===== config.mk =====
export PLATFORM = sky130hd
export DESIGN_NAME = io_arb_2to1
export DESIGN_NICKNAME = d
export VERILOG_FILES = /design/src/rtl/io_arb_2to1_pkg.sv /design/src/rtl/io_arb_2to1_calc_redun.sv /design/src/rtl/io_arb_2to1.sv
export SDC_FILE = /design/constraint.sdc
export NUM_CORES = 1
export LEC_CHECK = 0
export CORE_ASPECT_RATIO = 0.6
export CORE_MARGIN = 2
export CORE_UTILIZATION = 37
export DETAILED_ROUTE_END_ITERATION = 8
export GPL_TIMING_DRIVEN = 0
export PLACE_DENSITY = 0.8
export SLEW_MARGIN = 20
export SYNTH_ARGS = -nofsm -noshare
export SYNTH_HDL_FRONTEND = slang
export SYNTH_SLANG_ARGS = --single-unit

===== constraint.sdc =====
create_clock -name clk -period 2.3 [get_ports clk]
set_clock_uncertainty 0.05 [all_clocks]
set_input_delay 0.575 -clock clk [delete_from_list [all_inputs] [get_ports clk]]
set_output_delay 0.575 -clock clk [all_outputs]
set_load 0.01 [all_outputs]

===== src/rtl/io_arb_2to1_pkg.sv =====
// Shared globals for the 2-to-1 channel arbiter: field widths, on/off levels,
// FSM state type and the round-robin grant helper.
`ifndef NS_HGLOBAL_DEFS
`define NS_HGLOBAL_DEFS
`define NS_ADDRESS_SIZE 4
`define NS_DATA_SIZE 8
`define NS_REDUN_SIZE 4
`define NS_ON 1'b1
`define NS_OFF 1'b0
`endif

package io_arb_2to1_pkg;

   typedef enum logic [1:0] {
      IDLE   = 2'd0,
      ACK_IN = 2'd1,
      SEND   = 2'd2,
      REL    = 2'd3
   } arbState_t;

   localparam logic GNT_I0       = 1'b0;
   localparam logic GNT_I1       = 1'b1;
   // Reset value of the last grant, so that input 0 wins the first tie after reset.
   localparam logic GNT_RESET    = GNT_I1;

   function automatic logic pickGrant(input logic req0, input logic req1, input logic lastGnt);
      if (req0 && req1) begin
         return ~lastGnt;
      end
      return req1 ? GNT_I1 : GNT_I0;
   endfunction

endpackage


===== src/rtl/io_arb_2to1_calc_redun.sv =====
// Redundancy generator: XOR-folds the concatenated {src, dst, dat} fields into an RSZ-bit code.
module calc_redun #(
   parameter int ASZ = 4,
   parameter int DSZ = 8,
   parameter int RSZ = 4
)(
   input  logic [ASZ-1:0] src_i,
   input  logic [ASZ-1:0] dst_i,
   input  logic [DSZ-1:0] dat_i,
   output logic [RSZ-1:0] red_o
);

   localparam int TOTW   = 2*ASZ + DSZ;
   localparam int CHUNKS = (TOTW + RSZ - 1) / RSZ;

   logic [CHUNKS*RSZ-1:0] padded;

   always_comb begin
      padded            = '0;
      padded[TOTW-1:0]  = {src_i, dst_i, dat_i};
      red_o             = '0;
      for (int k = 0; k < CHUNKS; k++) begin
         red_o = red_o ^ padded[k*RSZ +: RSZ];
      end
   end

endmodule


===== src/rtl/io_arb_2to1.sv =====
// Round-robin arbiter merging two req/ack message channels onto one output channel.
// Optional NS_ARB_REDUN_CHK_EN: drop (but ack) messages whose redundancy field is wrong, raising sticky err.
module io_arb_2to1
   import io_arb_2to1_pkg::*;
#(
   parameter int ASZ = `NS_ADDRESS_SIZE,
   parameter int DSZ = `NS_DATA_SIZE,
   parameter int RSZ = `NS_REDUN_SIZE
)(
   input  logic           clk,
   input  logic           reset,
   input  logic [ASZ-1:0] i0_src,
   input  logic [ASZ-1:0] i0_dst,
   input  logic [DSZ-1:0] i0_dat,
   input  logic [RSZ-1:0] i0_red,
   input  logic           i0_req,
   output logic           i0_ack,
   input  logic [ASZ-1:0] i1_src,
   input  logic [ASZ-1:0] i1_dst,
   input  logic [DSZ-1:0] i1_dat,
   input  logic [RSZ-1:0] i1_red,
   input  logic           i1_req,
   output logic           i1_ack,
   output logic [ASZ-1:0] o0_src,
   output logic [ASZ-1:0] o0_dst,
   output logic [DSZ-1:0] o0_dat,
   output logic [RSZ-1:0] o0_red,
   output logic           o0_req,
   input  logic           o0_ack,
   output logic           err,
   output logic           gnt_last
);

   arbState_t        state_q, state_d;
   logic             gntLast_q, gntLast_d;
   logic             bad_q, bad_d;
   logic [ASZ-1:0]   src_q, src_d;
   logic [ASZ-1:0]   dst_q, dst_d;
   logic [DSZ-1:0]   dat_q, dat_d;
   logic [RSZ-1:0]   red_q, red_d;

   logic             anyReq;
   logic             grantSel;
   logic             grantedReq;
   logic             grantEdge;
   logic             redBad;
   logic [ASZ-1:0]   selSrc;
   logic [ASZ-1:0]   selDst;
   logic [DSZ-1:0]   selDat;
   logic [RSZ-1:0]   selRed;
   logic [RSZ-1:0]   calcRed;

   assign anyReq     = i0_req | i1_req;
   assign grantSel   = pickGrant(i0_req, i1_req, gntLast_q);
   assign grantedReq = gntLast_q ? i1_req : i0_req;
   assign grantEdge  = (state_q == IDLE) && anyReq;

   assign selSrc = grantSel ? i1_src : i0_src;
   assign selDst = grantSel ? i1_dst : i0_dst;
   assign selDat = grantSel ? i1_dat : i0_dat;
   assign selRed = grantSel ? i1_red : i0_red;

   calc_redun #(
      .ASZ (ASZ),
      .DSZ (DSZ),
      .RSZ (RSZ)
   ) u_calc_redun (
      .src_i (selSrc),
      .dst_i (selDst),
      .dat_i (selDat),
      .red_o (calcRed)
   );

`ifdef NS_ARB_REDUN_CHK_EN
   logic err_q, err_d;

   assign redBad = (calcRed != selRed);
   assign err_d  = err_q | (grantEdge & redBad);

   always_ff @(posedge clk or negedge reset) begin
      if (!reset) begin
         err_q <= `NS_OFF;
      end else begin
         err_q <= err_d;
      end
   end

   assign err = err_q;
`else
   logic unusedCalcRed;

   assign unusedCalcRed = ^calcRed;
   assign redBad        = `NS_OFF;
   assign err           = `NS_OFF;
`endif

   always_ff @(posedge clk or negedge reset) begin
      if (!reset) begin
         state_q   <= IDLE;
         gntLast_q <= GNT_RESET;
         bad_q     <= 1'b0;
         src_q     <= '0;
         dst_q     <= '0;
         dat_q     <= '0;
         red_q     <= '0;
      end else begin
         state_q   <= state_d;
         gntLast_q <= gntLast_d;
         bad_q     <= bad_d;
         src_q     <= src_d;
         dst_q     <= dst_d;
         dat_q     <= dat_d;
         red_q     <= red_d;
      end
   end

   // The message register only loads on the grant edge, so o0 fields are frozen for the whole SEND phase.
   always_comb begin
      state_d   = state_q;
      gntLast_d = gntLast_q;
      bad_d     = bad_q;
      src_d     = src_q;
      dst_d     = dst_q;
      dat_d     = dat_q;
      red_d     = red_q;
      case (state_q)
         IDLE: begin
            if (anyReq) begin
               state_d   = ACK_IN;
               gntLast_d = grantSel;
               bad_d     = redBad;
               src_d     = selSrc;
               dst_d     = selDst;
               dat_d     = selDat;
               red_d     = selRed;
            end
         end
         ACK_IN: begin
            if (!grantedReq) begin
               state_d = bad_q ? IDLE : SEND;
            end
         end
         SEND: begin
            if (o0_ack) begin
               state_d = REL;
            end
         end
         REL: begin
            if (!o0_ack) begin
               state_d = IDLE;
            end
         end
         default: state_d = IDLE;
      endcase
   end

   // Handshake outputs are decoded purely from the current state and the latched grant.
   always_comb begin
      i0_ack = `NS_OFF;
      i1_ack = `NS_OFF;
      o0_req = `NS_OFF;
      case (state_q)
         ACK_IN: begin
            if (gntLast_q) begin
               i1_ack = `NS_ON;
            end else begin
               i0_ack = `NS_ON;
            end
         end
         SEND:    o0_req = `NS_ON;
         default: o0_req = `NS_OFF;
      endcase
   end

   assign o0_src   = src_q;
   assign o0_dst   = dst_q;
   assign o0_dat   = dat_q;
   assign o0_red   = red_q;
   assign gnt_last = gntLast_q;

endmodule

==> metrics.md, run 1 <==
| Metric | Value |
|---|---|
| RePlAce Congestion | 0.7948 |
| Synthesized area per cell | 10.53 um^2 |
| Reg2Reg Depth | 5 |
| CTS tree | done |
| Worst R2R Start | state_q[0] |
| Sink Count | 23 |
| Clk root buf | clkbuf_8 |
| Final setup vio count | 0 |
| Fin. Hold Viols | 0 |
| Router iterations before antenna repair | 4 |
| Worst EP arrival | 1540 ps |
| Post-Syn Instances | 112 |
| Ports | 70 |
| Drt total wl | 2946 um |
| Initial antenna violation count | 0 |
| Layout Utilization | 66.54% |
| Count of cell types in the netlist | 22 |
| Max-Cap Viols | 0 |
| CTS Buf Count | 3 |
| CTS Hold Bufs | 0 |
| Switching power | 0.7600 mW |
| Layout cells sized above 1 | 6.522% |
| DRC violations left | 0 |
| Clock-pin slew on the worst setup and hold paths | 80 ps |
| Crit path capture type | output pin |
| Clock period minus worst slack | 2163 ps |
| Post-route ant nets | 0 |
| Die W | 76.90 um |
| Least-Margin Pin Slew | 516.2 ps |
| Vias per inst | 4.752 |
| Post-synthesis sequential area ratio | 48.89% |
| Slew headroom | 65.59% |
| Final nets | 235 |
| Synth Register Bits | 23 |
| Via count | 1074 |
| VDD IR max | 0.0006874 V |
| Placed cell areas | 1913 um^2 |
| Logic pwr share | 53.8% |
| Setup TNS | 0 ps |
| Crit start category | flip-flop |
| Worst setup path category | flip-flop to output pin |
| Clk_lat worst skew | 260 ps |
| Clk pwr share | 11.7% |
| Gr ovfl total | 0 |
| PD cells | 1081 nW/um^2 |
| GRT Total Usage | 17.37% |
| IO buf count | 68 |
| Htree depth | 1 |
| RSZ-0062 raised after global routing | false |
| Status | finished, final reports clean |
| Worst Setup SP | state_q[0] |
| Vias in the first global route | 1070 |
| Yosys warns | 0 |
| CORE AREA | 2947 um^2 |
| Sequential power share | 34.6% |
| Max clock buf depth | 2 |
| Final Cycle Share | 94.03% |
| DR iter-0 viols | 25 |
| Min-Delay Path Class | primary input to asynchronous set/reset pin |
| Row Count | 15 |
| Fin. max-slew vios | 0 |
| Vert. Die Dim | 47.74 um |
| Internal | 1.359 mW |
| Design Area, Final | 1961 um^2 |
| Largest net degree at the start of global routing | 24 |
| First-pass GRT wire length | 4857 um |
| Reg2reg setup slack | 580 ps |
| Sw Share | 35.87% |
| Area growth from synthesis to final layout | 66.17% |
| Post-synthesis cell area | 1180 um^2 |
| Routed WL per cell | 13.04 um |
| Die area | 3671 um^2 |
| Crit Reg-Reg Endpoint | state_q[1] |
| Starting Density | 40.04% |
| Placed wire-length estimate | 2342 um |
| Ant. Diodes | 0 |
| Leak pwr | 0.8792 nW |
| Max Fclk | 462.4 MHz |
| Critical Path Sink | o0_req |
| Post-Synthesis Net Count | 162 |
| CP Max Fanout | 4 |
| Worst Path Required | 1670 ps |
-- worst max-delay path, stage by stage, from the launching register on --
cell	delay, ps
dfrtp_1	400
inv_1	120
ha_1	210
clkdlybuf4s50_1	550
-- power by group through the flow --
stage | clock (mW) | combinational (mW) | sequential (mW)
floorplan | 0 | 0.481 | 0.810
global placement | 0 | 1.12 | 0.727
detailed placement | 0 | 1.16 | 0.740
CTS | 0.252 | 1.17 | 0.737
global route | 0.271 | 1.26 | 0.765
finish | 0.247 | 1.14 | 0.733
-- placed cells by master (no fill, tap or decap) --
cell type and n:
ha_1 4, inv_1 1, conb_1 1, a21boi_2 1, buf_2 1, nand4_2 1, nor2b_1 1, clkbuf_8 3
buf_4 1, dlymetal6s2s_1 2, inv_2 1, clkdlybuf4s50_1 65, o21ai_1 21, and2_1 1, dfrtp_1 22, ha_2 1
nor2_1 1, or3b_1 1, dfstp_2 1, mux2i_1 22, mux2_1 1, nand2_1 20, clkbuf_1 5, a21oi_1 1
nand3_1 1, buf_6 2, a31oi_1 1, nand3b_1 1
-- kinds of logic after synthesis --
logic type                 after synthesis  synth area share (%)
muxes                                   23                 19.62
other                                    1                0.3178
and+or+nand+nor                         27                 10.60
buffers and inverters                    9                 4.454
adders and majority gates                5                 5.302
AOI/OAI and AO/OA                       24                 10.82
DFF                                     23                 48.89
-- routing by layer --
metal | global-route usage (%) | routed length, um | vias to the layer above
li1 | - | - | 526
met1 | 18.75 | 1235 | 494
met2 | 32.63 | 1365 | 52
met3 | 8.113 | 338 | 2
met4 | 4.364 | 8 | 0
met5 | 0 | 0 | -
-- layout make-up --
class                      count  area [um^2]
clock buffer                   4        45.04
multi-input combinational     80        553.0
fill                         239        985.9
inverter                       2        7.507
tap                           42        52.55
timing repair buffer          68        680.7
sequential                    23        576.8
buffer                         7        45.04
-- per-stage QoR --
stage	cells	setup WS, ps	total power [mW]	hold slack, ps
after CTS	226	34.11	2.155	442.2
after global routing	226	32.09	2.292	253.1
after global placement	222	221.2	1.844	418.7
after detailed placement	222	204.8	1.901	424.0
final	226	137.3	2.119	223.7
after floorplan	112	668.6	1.291	229.4
-- repair_timing --
item                                    4_1_cts  5_1_grt
endpoints found under the setup margin        2        2
gates resized for setup                       2        2
pin swaps                                     0        0
buffers inserted                              0        0
-- sequential cells by signal, indices dropped and copies added, names as in the netlist --
register,cells
o0_dst,4
o0_src,4
o0_red,4
state_q,2
gnt_last,1
o0_dat,8
-- cell usage after synthesis (all sizes together) --
| cell | n | area share, % |
|---|---|---|
| a21boi | 1 | 0.95 |
| a21oi | 1 | 0.42 |
| a31oi | 1 | 0.53 |
| and2 | 1 | 0.53 |
| buf | 3 | 2.5 |
| clkbuf | 4 | 1.3 |
| conb | 1 | 0.32 |
| dfrtp | 22 | 47 |
| dfstp | 1 | 2.2 |
| ha | 5 | 5.3 |
| inv | 2 | 0.64 |
| mux2 | 1 | 0.95 |
| mux2i | 22 | 19 |
| nand2 | 20 | 6.4 |
| nand3 | 1 | 0.42 |
| nand3b | 1 | 0.64 |
| nand4 | 1 | 1.1 |
| nor2 | 1 | 0.32 |
| nor2b | 1 | 0.53 |
| o21ai | 21 | 8.9 |
| or3b | 1 | 0.74 |
-- worst min-delay path by stage --
| stage | start | slack [ps] | endpoint | cells past startpoint |
|---|---|---|---|---|
| final | reset | 220 | o0_red[0] | 1 |
| after global placement | o0_src[2] | 420 | o0_src[2] | 2 |
| after floorplan | reset | 230 | o0_dat[0] | 0 |
| after detailed placement | o0_dat[7] | 420 | o0_dat[7] | 2 |
| after CTS | o0_dat[7] | 440 | o0_dat[7] | 2 |
| after global routing | reset | 250 | o0_red[0] | 1 |
No activity file was read; power rests on OpenSTA's default activity.
==> inputs of run 2 (changes only) <==
- CAP_MARGIN: unset -> 0
==> results of run 2 <==
The final DEF is identical to that of run 1; final timing and power are the same.
==> inputs of run 3 (changes only) <==
- SLEW_MARGIN: 20 -> 15
- clock period: 2.3 -> 2.4 ns (I/O delays scaled with it)
==> run 3 against run 2 <==
Compared with the run above: worst hold slack better by 210 ps; register-to-register slack improved by 90 ps; combinational power fell by 4%; critical endpoint is now i1_ack; flip-flop and latch count stayed put.
==> metrics.md, run 3 (synthesis gave the netlist of run 1 again) <==
| Metric | Value |
|---|---|
| RSZ-0062 raised after global routing | false (unchanged) |
| Total power | 2.031 mW (was 2.119 mW) |
| Max reg flops | 8 (unchanged) |
| Final Cycle Share | 96.26% |
| Router iterations before antenna repair | 4 (unchanged) |
| CTS Buf Count | 3 (unchanged) |
| Routed WL per cell | 13.03 um (was 13.04 um) |
| Max clock buf depth | 2 (unchanged) |
| Area growth from synthesis to final layout | 66.38% (was 66.17%) |
| First-pass GRT wire length | 4871 um (was 4857 um) |
| VDD IR max | 0.0006586 V (was 0.0006874 V) |
| Crit start category | flip-flop (unchanged) |
| Row Count | 15 (unchanged) |
| Drt total wl | 2945 um (was 2946 um) |
| Slowest CP cell | clkdlybuf4s50_1 (unchanged) |
| Fillers | 238 (was 239) |
| Crit path setup slack, layout | 89.79 ps (was 137.3 ps) |
| Die area | 3671 um^2 (unchanged) |
| Clock-pin slew on the worst setup and hold paths | 70 ps (was 80 ps) |
| IO buf count | 68 (unchanged) |
| Placed wire-length estimate | 2342 um (unchanged) |
| CTS Hold Bufs | 0 (unchanged) |
| Placed cell areas | 1913 um^2 (unchanged) |
| Leading cell type in the layout, fill and taps excluded | clkdlybuf4s50_1 (unchanged) |
| Clock period minus worst slack | 2310 ps |
| Crit path capture type | output pin (unchanged) |
| Layout cells sized above 1 | 5.435% (was 6.522%) |
| Ant. Diodes | 0 (unchanged) |
| GRT Total Usage | 17.41% (was 17.37%) |
| Htree depth | 1 (unchanged) |
| Layout Cells excl Fill | 226 (unchanged) |
| Worst EP arrival | 1660 ps (was 1540 ps) |
| Min-Delay Path Class | flip-flop to flip-flop (was primary input to asynchronous set/reset pin) |
| Gr ovfl total | 0 (unchanged) |
| Clk_lat worst skew | 260 ps (about the same) |
| Die W | 76.90 um (unchanged) |
| Worst setup path category | flip-flop to output pin (unchanged) |
| Dpl cells | 222 (unchanged) |
| Setup TNS | 0 ps (unchanged) |
| Critical path, cell by cell | inv_1, ha_2, and2_1, clkdlybuf4s50_1 (was inv_1, ha_1, clkdlybuf4s50_1) |
| Design Area, Final | 1963 um^2 (was 1961 um^2) |
| Vias in the first global route | 1069 (was 1070) |
| Largest net degree at the start of global routing | 24 (unchanged) |
| Post-route ant nets | 0 (unchanged) |
| Vias per inst | 4.752 (unchanged) |
| Status | finished, final reports clean (unchanged) |
| Place WS | 279.8 ps (was 204.8 ps) |
| Clk root buf | clkbuf_8 (unchanged) |
| Ports | 70 (unchanged) |
| Final nets | 235 (unchanged) |
| Starting Density | 40.04% (unchanged) |
| Max-Cap Viols | 0 (unchanged) |
| Vert. Die Dim | 47.74 um (unchanged) |
| Via count | 1074 (unchanged) |
| Critical path's top delay family | buffers and inverters (unchanged) |
| Least-Margin Pin Slew | 1032 ps (was 516.2 ps) |
| Worst Path Required | 1750 ps (was 1670 ps) |
| Fin. Hold Viols | 0 (unchanged) |
| RePlAce Congestion | 0.7948 (unchanged) |
| Most frequent cells in the layout | clkdlybuf4s50_1 (67), mux2i_1 (22), dfrtp_1 (22), o21ai_1 (21), nand2_1 (20) (was clkdlybuf4s50_1 (65), mux2i_1 (22), dfrtp_1 (22), o21ai_1 (21), nand2_1 (20)) |
| CORE AREA | 2947 um^2 (unchanged) |
| Fin. max-slew vios | 0 (unchanged) |
| Max Fclk | 432.9 MHz |
| DRC violations left | 0 (unchanged) |
| Sink Count | 23 (unchanged) |
| Fin Hold WS | 436.5 ps (was 223.7 ps) |
| DR iter-0 viols | 33 (was 25) |
| CP bufs+invs | 2 (unchanged) |
| Leak pwr | 0.8641 nW (was 0.8792 nW) |
| PD cells | 1035 nW/um^2 (was 1081 nW/um^2) |
| Critical path's largest stage delay | 520 ps (was 550 ps) |
| Final setup vio count | 0 (unchanged) |
| Slew headroom | 31.00% (was 65.59%) |
| CTS tree | done (unchanged) |
| Layout Utilization | 66.62% (was 66.54%) |
| Initial antenna violation count | 0 (unchanged) |
| CP Max Fanout | 4 (unchanged) |
-- run 3: cell count changes in the layout (fill, tap and decap cells not counted) --
cell,before,now
inv_2,1,0
inv_1,1,2
clkdlybuf4s50_1,65,67
dlymetal6s2s_1,2,1
buf_2,1,0
-- run 3: worst reg2reg max path: cells and delay by family, from the launching register on --
family,cells,cell delay (ps)
flops,1,420
fa+ha+maj,1,210
buf+inv,1,120
mux,1,320
simple gates,2,490
-- run 3: per-layer routing --
metal | up-vias | GRT usage (%) | share of wire, %
met3 | 2 | 8.113 | 11
met2 | 52 | 32.63 | 46
li1 | 526 | - | -
met1 | 494 | 18.87 | 42
met5 | - | 0 | 0
met4 | 0 | 4.364 | 0.27
-- run 3: power breakdown --
group | leakage (nW) | switching (mW) | total, mW | internal [mW]
Clock | 0.0228 | 0.118 | 0.237 | 0.118
Combinational | 0.559 | 0.492 | 1.09 | 0.602
Sequential | 0.283 | 0.116 | 0.701 | 0.584
Total | 0.864 | 0.727 | 2.03 | 1.30
-- run 3: path summary, 6_finish.rpt --
kind / startpoint / end / slack, ps / cells after the start
max: state_q[1] / i1_ack / 90 / 4
min: o0_src[0] / o0_src[0] / 440 / 2
max reg2reg: state_q[1] / state_q[1] / 670 / 5
min reg2reg: o0_src[0] / o0_src[0] / 440 / 2
max in group asynchronous: reset / state_q[1] / 830 / 1
min in group asynchronous: reset / o0_red[0] / 850 / 1
-- run 3: layout make-up --
class / count / area (um^2) / share of cell area [%]
timing repair buffer: 68 / 683.2 / 34.80
sequential: 23 / 576.8 / 29.38
multi-input combinational: 80 / 553.0 / 28.17
tap: 42 / 52.55 / 2.677
clock buffer: 4 / 45.04 / 2.294
buffer: 7 / 45.04 / 2.294
inverter: 2 / 7.507 / 0.3824
-- run 3: timing repair --
| action | CTS | global route |
|---|---|---|
| gates resized for setup | 0 | 2 |
| setup buffers | 0 | 0 |
| setup endpoints to repair | 0 | 1 |
